## src/rtl/execute_stage.sv

```systemverilog
// Execute stage: ID/EX operand capture, combinational ALU, EX/MEM result register.
// Define EX_FORWARD_EN to bypass the EX/MEM result into the ALU operands.
module execute_stage #(
  parameter int DATA_W     = 32,
  parameter int REG_ADDR_W = 5
) (
  input  logic                  clk,
  input  logic                  resetN,
  input  logic [DATA_W-1:0]     dataReg1,
  input  logic [DATA_W-1:0]     dataReg2,
  input  logic [REG_ADDR_W-1:0] dataS1AddrIn,
  input  logic [REG_ADDR_W-1:0] dataS2AddrIn,
  input  logic [REG_ADDR_W-1:0] writeBackAddrIn,
  input  logic [3:0]            ALUop,
  input  logic [DATA_W-1:0]     immValueIn,
  input  logic [1:0]            dataCacheControlIn,
  input  logic                  writeEnableReg,
  output logic [DATA_W-1:0]     dataOut,
  output logic [DATA_W-1:0]     dataRs2Out,
  output logic [1:0]            dataCacheControlOut,
  output logic                  writeEnableOut,
  output logic [REG_ADDR_W-1:0] writeBackAddrOut
);

  // ID/EX
  logic [DATA_W-1:0]     rs1_q, rs2_q, imm_q;
  logic [REG_ADDR_W-1:0] rs1_addr_q, rs2_addr_q, rd_q;
  logic [3:0]            op_q;
  logic [1:0]            ctl_q;
  logic                  we_q;

  // EX/MEM
  logic [DATA_W-1:0]     res_q, st_q;
  logic [REG_ADDR_W-1:0] rd_mem_q;
  logic [1:0]            ctl_mem_q;
  logic                  we_mem_q;

  logic [DATA_W-1:0]     a, b, res_d;
  logic [1:0]            ctl_d;

  always_ff @(posedge clk or negedge resetN) begin
    if (!resetN) begin
      rs1_q      <= '0;
      rs2_q      <= '0;
      imm_q      <= '0;
      rs1_addr_q <= '0;
      rs2_addr_q <= '0;
      rd_q       <= '0;
      op_q       <= '0;
      ctl_q      <= '0;
      we_q       <= 1'b0;
    end else begin
      rs1_q      <= dataReg1;
      rs2_q      <= dataReg2;
      imm_q      <= immValueIn;
      rs1_addr_q <= dataS1AddrIn;
      rs2_addr_q <= dataS2AddrIn;
      rd_q       <= writeBackAddrIn;
      op_q       <= ALUop;
      ctl_q      <= dataCacheControlIn;
      we_q       <= writeEnableReg;
    end
  end

`ifdef EX_FORWARD_EN
  logic fwd1, fwd2;
  // Bypass only a real register write; x0 is never a valid producer.
  assign fwd1 = we_mem_q && (rd_mem_q != '0) && (rd_mem_q == rs1_addr_q);
  assign fwd2 = we_mem_q && (rd_mem_q != '0) && (rd_mem_q == rs2_addr_q);
  assign a    = fwd1 ? res_q : rs1_q;
  assign b    = fwd2 ? res_q : rs2_q;
`else
  logic unused_addr;
  assign unused_addr = ^{rs1_addr_q, rs2_addr_q};
  assign a = rs1_q;
  assign b = rs2_q;
`endif

  always_comb begin
    res_d = '0;
    case (op_q)
      4'h0: res_d = a + b;
      4'h1: res_d = a - b;
      4'h2: res_d = a & b;
      4'h3: res_d = a | b;
      4'h4: res_d = a ^ b;
      4'h5: res_d = a << b[4:0];
      4'h6: res_d = a >> b[4:0];
      4'h7: res_d = $signed(a) >>> b[4:0];
      4'h8: res_d = DATA_W'($signed(a) < $signed(b));
      4'h9: res_d = DATA_W'(a < b);
      4'hA: res_d = a + imm_q;
      4'hB: res_d = a & imm_q;
      4'hC: res_d = a | imm_q;
      4'hD: res_d = a ^ imm_q;
      4'hE: res_d = DATA_W'($signed(a) < $signed(imm_q));
      default: res_d = imm_q;
    endcase
  end

  // The reserved encoding leaves the stage as a plain "no access".
  assign ctl_d = (ctl_q == 2'b11) ? 2'b00 : ctl_q;

  always_ff @(posedge clk or negedge resetN) begin
    if (!resetN) begin
      res_q     <= '0;
      st_q      <= '0;
      ctl_mem_q <= '0;
      we_mem_q  <= 1'b0;
      rd_mem_q  <= '0;
    end else begin
      res_q     <= res_d;
      st_q      <= b;
      ctl_mem_q <= ctl_d;
      we_mem_q  <= we_q;
      rd_mem_q  <= rd_q;
    end
  end

  assign dataOut             = res_q;
  assign dataRs2Out          = st_q;
  assign dataCacheControlOut = ctl_mem_q;
  assign writeEnableOut      = we_mem_q;
  assign writeBackAddrOut    = rd_mem_q;

endmodule

```

## config.mk

```make
export PLATFORM = sky130hd
export DESIGN_NAME = execute_stage
export DESIGN_NICKNAME = d
export VERILOG_FILES = /design/src/rtl/execute_stage.sv
export SDC_FILE = /design/constraint.sdc
export NUM_CORES = 1
export LEC_CHECK = 0
export ABC_CLOCK_PERIOD_IN_PS = 4100
export CAP_MARGIN = 20
export CORE_ASPECT_RATIO = 1.4
export CORE_MARGIN = 8
export CORE_UTILIZATION = 30
export CTS_CLUSTER_SIZE = 40
export DETAILED_ROUTE_END_ITERATION = 16
export PLACE_DENSITY = 0.49
export SYNTH_ARGS = -nofsm -noshare
export SYNTH_HDL_FRONTEND = slang
export SYNTH_SLANG_ARGS = --single-unit
```

## constraint.sdc

```tcl
create_clock -name clk -period 4.1 [get_ports clk]
set_input_delay 0.615 -clock clk [delete_from_list [all_inputs] [get_ports clk]]
set_output_delay 0.615 -clock clk [all_outputs]
set_load 0.005 [all_outputs]
```

# Yosys cells after proc, flatten, opt, wreduce, memory -nomap -nowiden
# Cells that the tools add are included.
# op_classes
n_div	0
reduce_logical	1
eq_ne	15
n_addsub	3
n_bitwise	6
n_lt_le_gt_ge	3
muxes	2
multipliers	0
shifts	3
# op_table
op	count
one-hot mux 32 bit (15 select lines)	1
< comparator 32 bit	3
adder 32 bit	2
bitwise AND 32 bit	2
OR 32 bit	2
bitwise XOR 32 bit	2
<< shifter 32 x 5 -> 32 bit	1
>> shifter 32 x 5 -> 32 bit	1
>>> shifter 32 x 5 -> 32 bit	1
subtractor 32 bit	1
equality test 4 bit (second input constant)	7
equality test 4 x 3 -> 1 bit (second input constant)	4
equality test 4 x 2 -> 1 bit (second input constant)	2
equality test 4 x 1 -> 1 bit (second input constant)	1
zero test 4 bit	1
equality test 2 bit (second input constant)	1
2-to-1 mux 2 bit	1
# totals
latch_bits	0
memories	0
input_bits	120
out_inout_bits	72
wordCells	45
ram_bits	0
mem_bits_ro	0
reg_bits	180

# Logic depth before layout (Yosys ltp)
# logic_depth
word_depth	2
depth_mapped	19
depth_no_buf	16

# Worst setup path after synthesis
# OpenSTA, ideal clock, no wires.
# synth_timing
path_kind	register to register
startpoint	register op_q[2]
endpoint	register res_q[27] (netlist: dataOut[27])
t_arrival_ns	3.962
setup_time_ns	0.088
slack_ns	0.050
synth_period_minus_slack_ns	4.050
stages_incl_launch_ff	17
path_cell_list	dfrtp_1 > clkbuf_1 > clkbuf_1 > nand2b_1 > nor2_1 > clkbuf_1 > o21ai_0 > ha_1 > nand3_1 > or4_1 > o211ai_2 > o21ai_1 > or4_1 > a21oi_1 > mux2i_1 > nand2_1 > a41oi_1
# synth_between
elab_chain_len	2
# synth_rtl
item	line_no	text
from (decl)	28	logic [3:0] op_q;
from (signal assigned)	59	op_q <= ALUop;
equality test 4 bit, or another cell as far along	81	case (op_q)
one-hot mux 32 bit (15 select lines) (*)	81	
net res_d[27]	38	logic [DATA_W-1:0] a, b, res_d;
to (signal assigned)	112	res_q <= res_d;
to (decl)	33	logic [DATA_W-1:0] res_q, st_q;
# The timed path passes the listed nets; every way through them passes the cells marked *.

# Worst setup path after layout
# layout_timing
startpoint	register op_q[0]
endpoint	register res_q[27] (netlist: dataOut[27])
# Same word-level chain as after synthesis.

==> impl_metrics.json <==
{
  "combPwrFrac_pct": 36.4,
  "synthMuxAreaShare_pct": 9.76,
  "post_cts_buffers": 0,
  "holdWs_ns": 0.155,
  "finalHoldViolations": 0,
  "ir_drop_mv": 0.321,
  "worstSetupPathType": "reg2reg",
  "syn_avg_cell_area_um2": 8.10,
  "syn_area_mm2": 0.0156,
  "r2r_slack_ns": 0.16,
  "p_seq_share_pct": 35.0,
  "crit_family": "simple AND/OR/NAND/NOR gates",
  "place_inst": 2741,
  "initial_core_util_pct": 30.1,
  "crit_fanout": 12,
  "tritoncts": "done",
  "ys.flop_type": "dfrtp_1",
  "cts-hold-fix-buffers": 0,
  "grt_pass1_wl_mm": 107,
  "hold_path.class": "in2async",
  "dr_total_vias": 16200,
  "arrival_ns": 4.31,
  "final_cells": 2774,
  "tightest_slew_ns": 1.16,
  "slew_viol_final": 0,
  "final.setup.tns_ns": 0,
  "setup_viol": 0,
  "ioPinCount": 192,
  "syn_nets": 2147,
  "max_cap_violations": 0,
  "cts_max_path_buffers": 2,
  "numCtsBuffers": 17,
  "final_nets": 2327,
  "routedWlPerCell_um": 26.0,
  "synthDistinctLibCells": 81,
  "postSynthCellCount": 1924,
  "dieHeight_um": 286,
  "preCtsSetupSlack_ns": -0.0554,
  "drc": 0,
  "fin_crit_sh_pct": 96.1,
  "h-tree-depth": 4,
  "dieArea_mm2": 0.0596,
  "outcome": "complete, no violations",
  "maxSlewHeadroom_pct": 22.3,
  "area_delta_synth_final_pct": 23.8,
  "fin_area_mm2": 0.0193,
  "post_dp_cell_area_mm2": 0.0187,
  "cp_data_required_time_ns": 4.47,
  "synth-seq-cells": 180,
  "synth_async_sr_flop_share_pct": 100,
  "cts_root_buffer": "clkbuf_16",
  "p_per_area_mw_per_mm2": 300,
  "finalClockSkew_ns": 0.0250,
  "seq_area_frac_synth_pct": 28.9,
  "portBuffers": 181,
  "initialDrtViolationCount": 1480,
  "synth_top_family_by_area": "compound AO/OA/AOI/OAI gates",
  "internal_power_mw": 3.67,
  "worstPathCellList": "nand2b_1 -> nor2_4 -> buf_12 -> o21ai_0 -> ha_1 -> nor3_1 -> or4_1 -> o211ai_4 -> o21ai_1 -> or4_4 -> a21oi_1 -> mux2i_1 -> nand2_1 -> a41oi_1",
  "p_leak_nw": 8.19,
  "clock-sinks": 180,
  "wirelength_mm": 72.3,
  "worst_r2r_startpoint": "op_q[0]",
  "fin_ws_ns": 0.161,
  "antenna_found_initial": 0,
  "fin_total_pwr_mw": 5.78,
  "fin_util_pct": 37.3,
  "grt_pass1_vias": 16300,
  "insertion_delay_ns": 0.48,
  "ys_warn_count": 0,
  "power.net_switching_mw": 2.11,
  "crit_slowest_cell": "or4_1",
  "synth_fa_ha_area_share_pct": 8.37,
  "rsz0062_at_grt": "no",
  "rows": 99,
  "synth_xor_area_share_pct": 4.05,
  "reg2reg_to": "dataOut[27]",
  "startpoint_type": "register",
  "routabilityCongestion": 1.00,
  "grt-ovfl-total": 0,
  "rr_worst_depth": 14,
  "min_period_ns": 3.94,
  "design.core.area_mm2": 0.0518,
  "timing.critical_path.buf_inv": 1,
  "synth_edf_count": 0,
  "ant_nets": 0,
  "dr.pass1.iters": 5,
  "synth_compound_area_share_pct": 27.4,
  "die_x_um": 209,
  "cts.clk_slew.worst_paths_ns": 0.08,
  "grt_usage_pct": 23.7,
  "post-dp-hpwl_mm": 56.2,
  "synthSimpleGateAreaFrac_pct": 16.0,
  "clockPowerShare_pct": 28.6,
  "grt_start_max_net_pins": 90,
  "p_sw_share_pct": 36.5,
  "final_layout_size_suffix_gt1_share_pct": 10.9,
  "routed_via_density": 5.85,
  "timing.fmax_ghz": 0.254,
  "endpoint_kind": "register",
  "slowest_delay_ns": 0.60
}
[metal layers]
metal	track usage [%]	routed length, µm
met5	0	0
met4	11.0	3340
met3	3.63	4520
met2	40.8	35200
met1	28.9	29200
[what timing repair did]
| item | 4_1_cts | 5_1_grt |
|---|---|---|
| setup endpoints to repair | 1 | 8 |
| pin swaps | 0 | 4 |
| gates resized for setup | 1 | 11 |
[power by group through the flow]
stage	clock network (mW)	registers, mW	logic (mW)
global route	1.78	2.04	2.26
detailed placement	0	2.06	2.06
floorplan	0	2.02	1.16
finish	1.66	2.02	2.10
global placement	0	2.06	2.06
CTS	1.72	2.02	2.08
[placed cells by master, fill, tap and decap left out, drive strengths merged, types with 6 or more instances in the layout]
| cell | n |
|---|---|
| o311a | 6 |
| clkinv | 8 |
| o21a | 11 |
| a2111oi | 9 |
| nand3 | 41 |
| a221oi | 27 |
| nor3 | 33 |
| and3 | 12 |
| a21o | 40 |
| mux4 | 25 |
| xor2 | 22 |
| nand2b | 28 |
| and2 | 9 |
| a211oi | 34 |
| nor2b | 13 |
| o211ai | 27 |
| a31oi | 24 |
| mux2 | 22 |
| or2 | 7 |
| a22oi | 19 |
| o311ai | 6 |
| ha | 101 |
| buf | 119 |
| nor2 | 180 |
| nand4 | 14 |
| nand2 | 196 |
| clkdlybuf4s50 | 180 |
| o21ai | 171 |
| inv | 85 |
| xnor2 | 50 |
| dfrtp | 180 |
| o21bai | 9 |
| o31ai | 12 |
| or3 | 10 |
| o22ai | 20 |
| mux2i | 71 |
| o221ai | 11 |
| clkbuf | 21 |
| a21oi | 185 |
[worst max-delay path by stage]
stage               startpoint     endpoint  slack, ns  depth (start not counted)
finish                 op_q[0]  dataOut[27]       0.16                         14
global route           op_q[0]  dataOut[27]       0.02                         15
CTS                    op_q[0]  dataOut[28]       0.03                         19
detailed placement     op_q[1]  dataOut[28]      -0.06                         19
global placement       op_q[1]  dataOut[28]       0.05                         19
floorplan              op_q[2]  dataOut[27]       0.05                         16
[layout make-up]
cell class | count | area (µm²)
Fill cell | 5370 | 32500
Multi-Input combinational cell | 1521 | 10300
Sequential cell | 180 | 4510
Timing Repair Buffer | 300 | 2770
Tap cell | 656 | 821
Clock buffer | 20 | 447
Inverter | 84 | 315
Clock inverter | 12 | 123
Antenna cell | 1 | 2.50
[synth_stat cells, types with 39 or more instances]
master | instances | area (µm²)
nand2_1 | 196 | 736
a21oi_1 | 185 | 926
dfrtp_1 | 180 | 4500
nor2_1 | 180 | 676
o21ai_0 | 170 | 851
clkbuf_1 | 110 | 413
ha_1 | 101 | 1260
inv_1 | 81 | 304
mux2i_1 | 71 | 711
xnor2_1 | 50 | 438
nand3_1 | 41 | 205
a21o_1 | 39 | 293
[worst reg2reg max path, delay by kind of cell (launching register included)]
kind,cells,cell delay (ns)
AND/OR/NAND/NOR,6,1.68
buffers and inverters,1,0.18
multiplexers,1,0.20
flip-flops,1,0.38
adder cells (fa/ha/maj),1,0.34
AO/OA/AOI/OAI,5,1.06
[registers in the layout, summed over array words and instances, names as in the netlist]
name	cells
a	32
b	32
ctl_q	2
dataCacheControlOut	2
dataOut	32
dataRs2Out	32
imm_q	32
op_q	4
rd_q	5
we_q	1
writeBackAddrOut	5
writeEnableOut	1
[cells by family after synthesis]
| logic type | count (synthesis) |
|---|---|
| muxes | 118 |
| xor gates and xnor gates | 72 |
| DFF | 180 |
| and+or+nand+nor | 558 |
| buffers and inverters | 223 |
| adders and majority gates | 103 |
| AOI/OAI and AO/OA | 670 |
No activity file was read; power rests on OpenSTA's default activity.
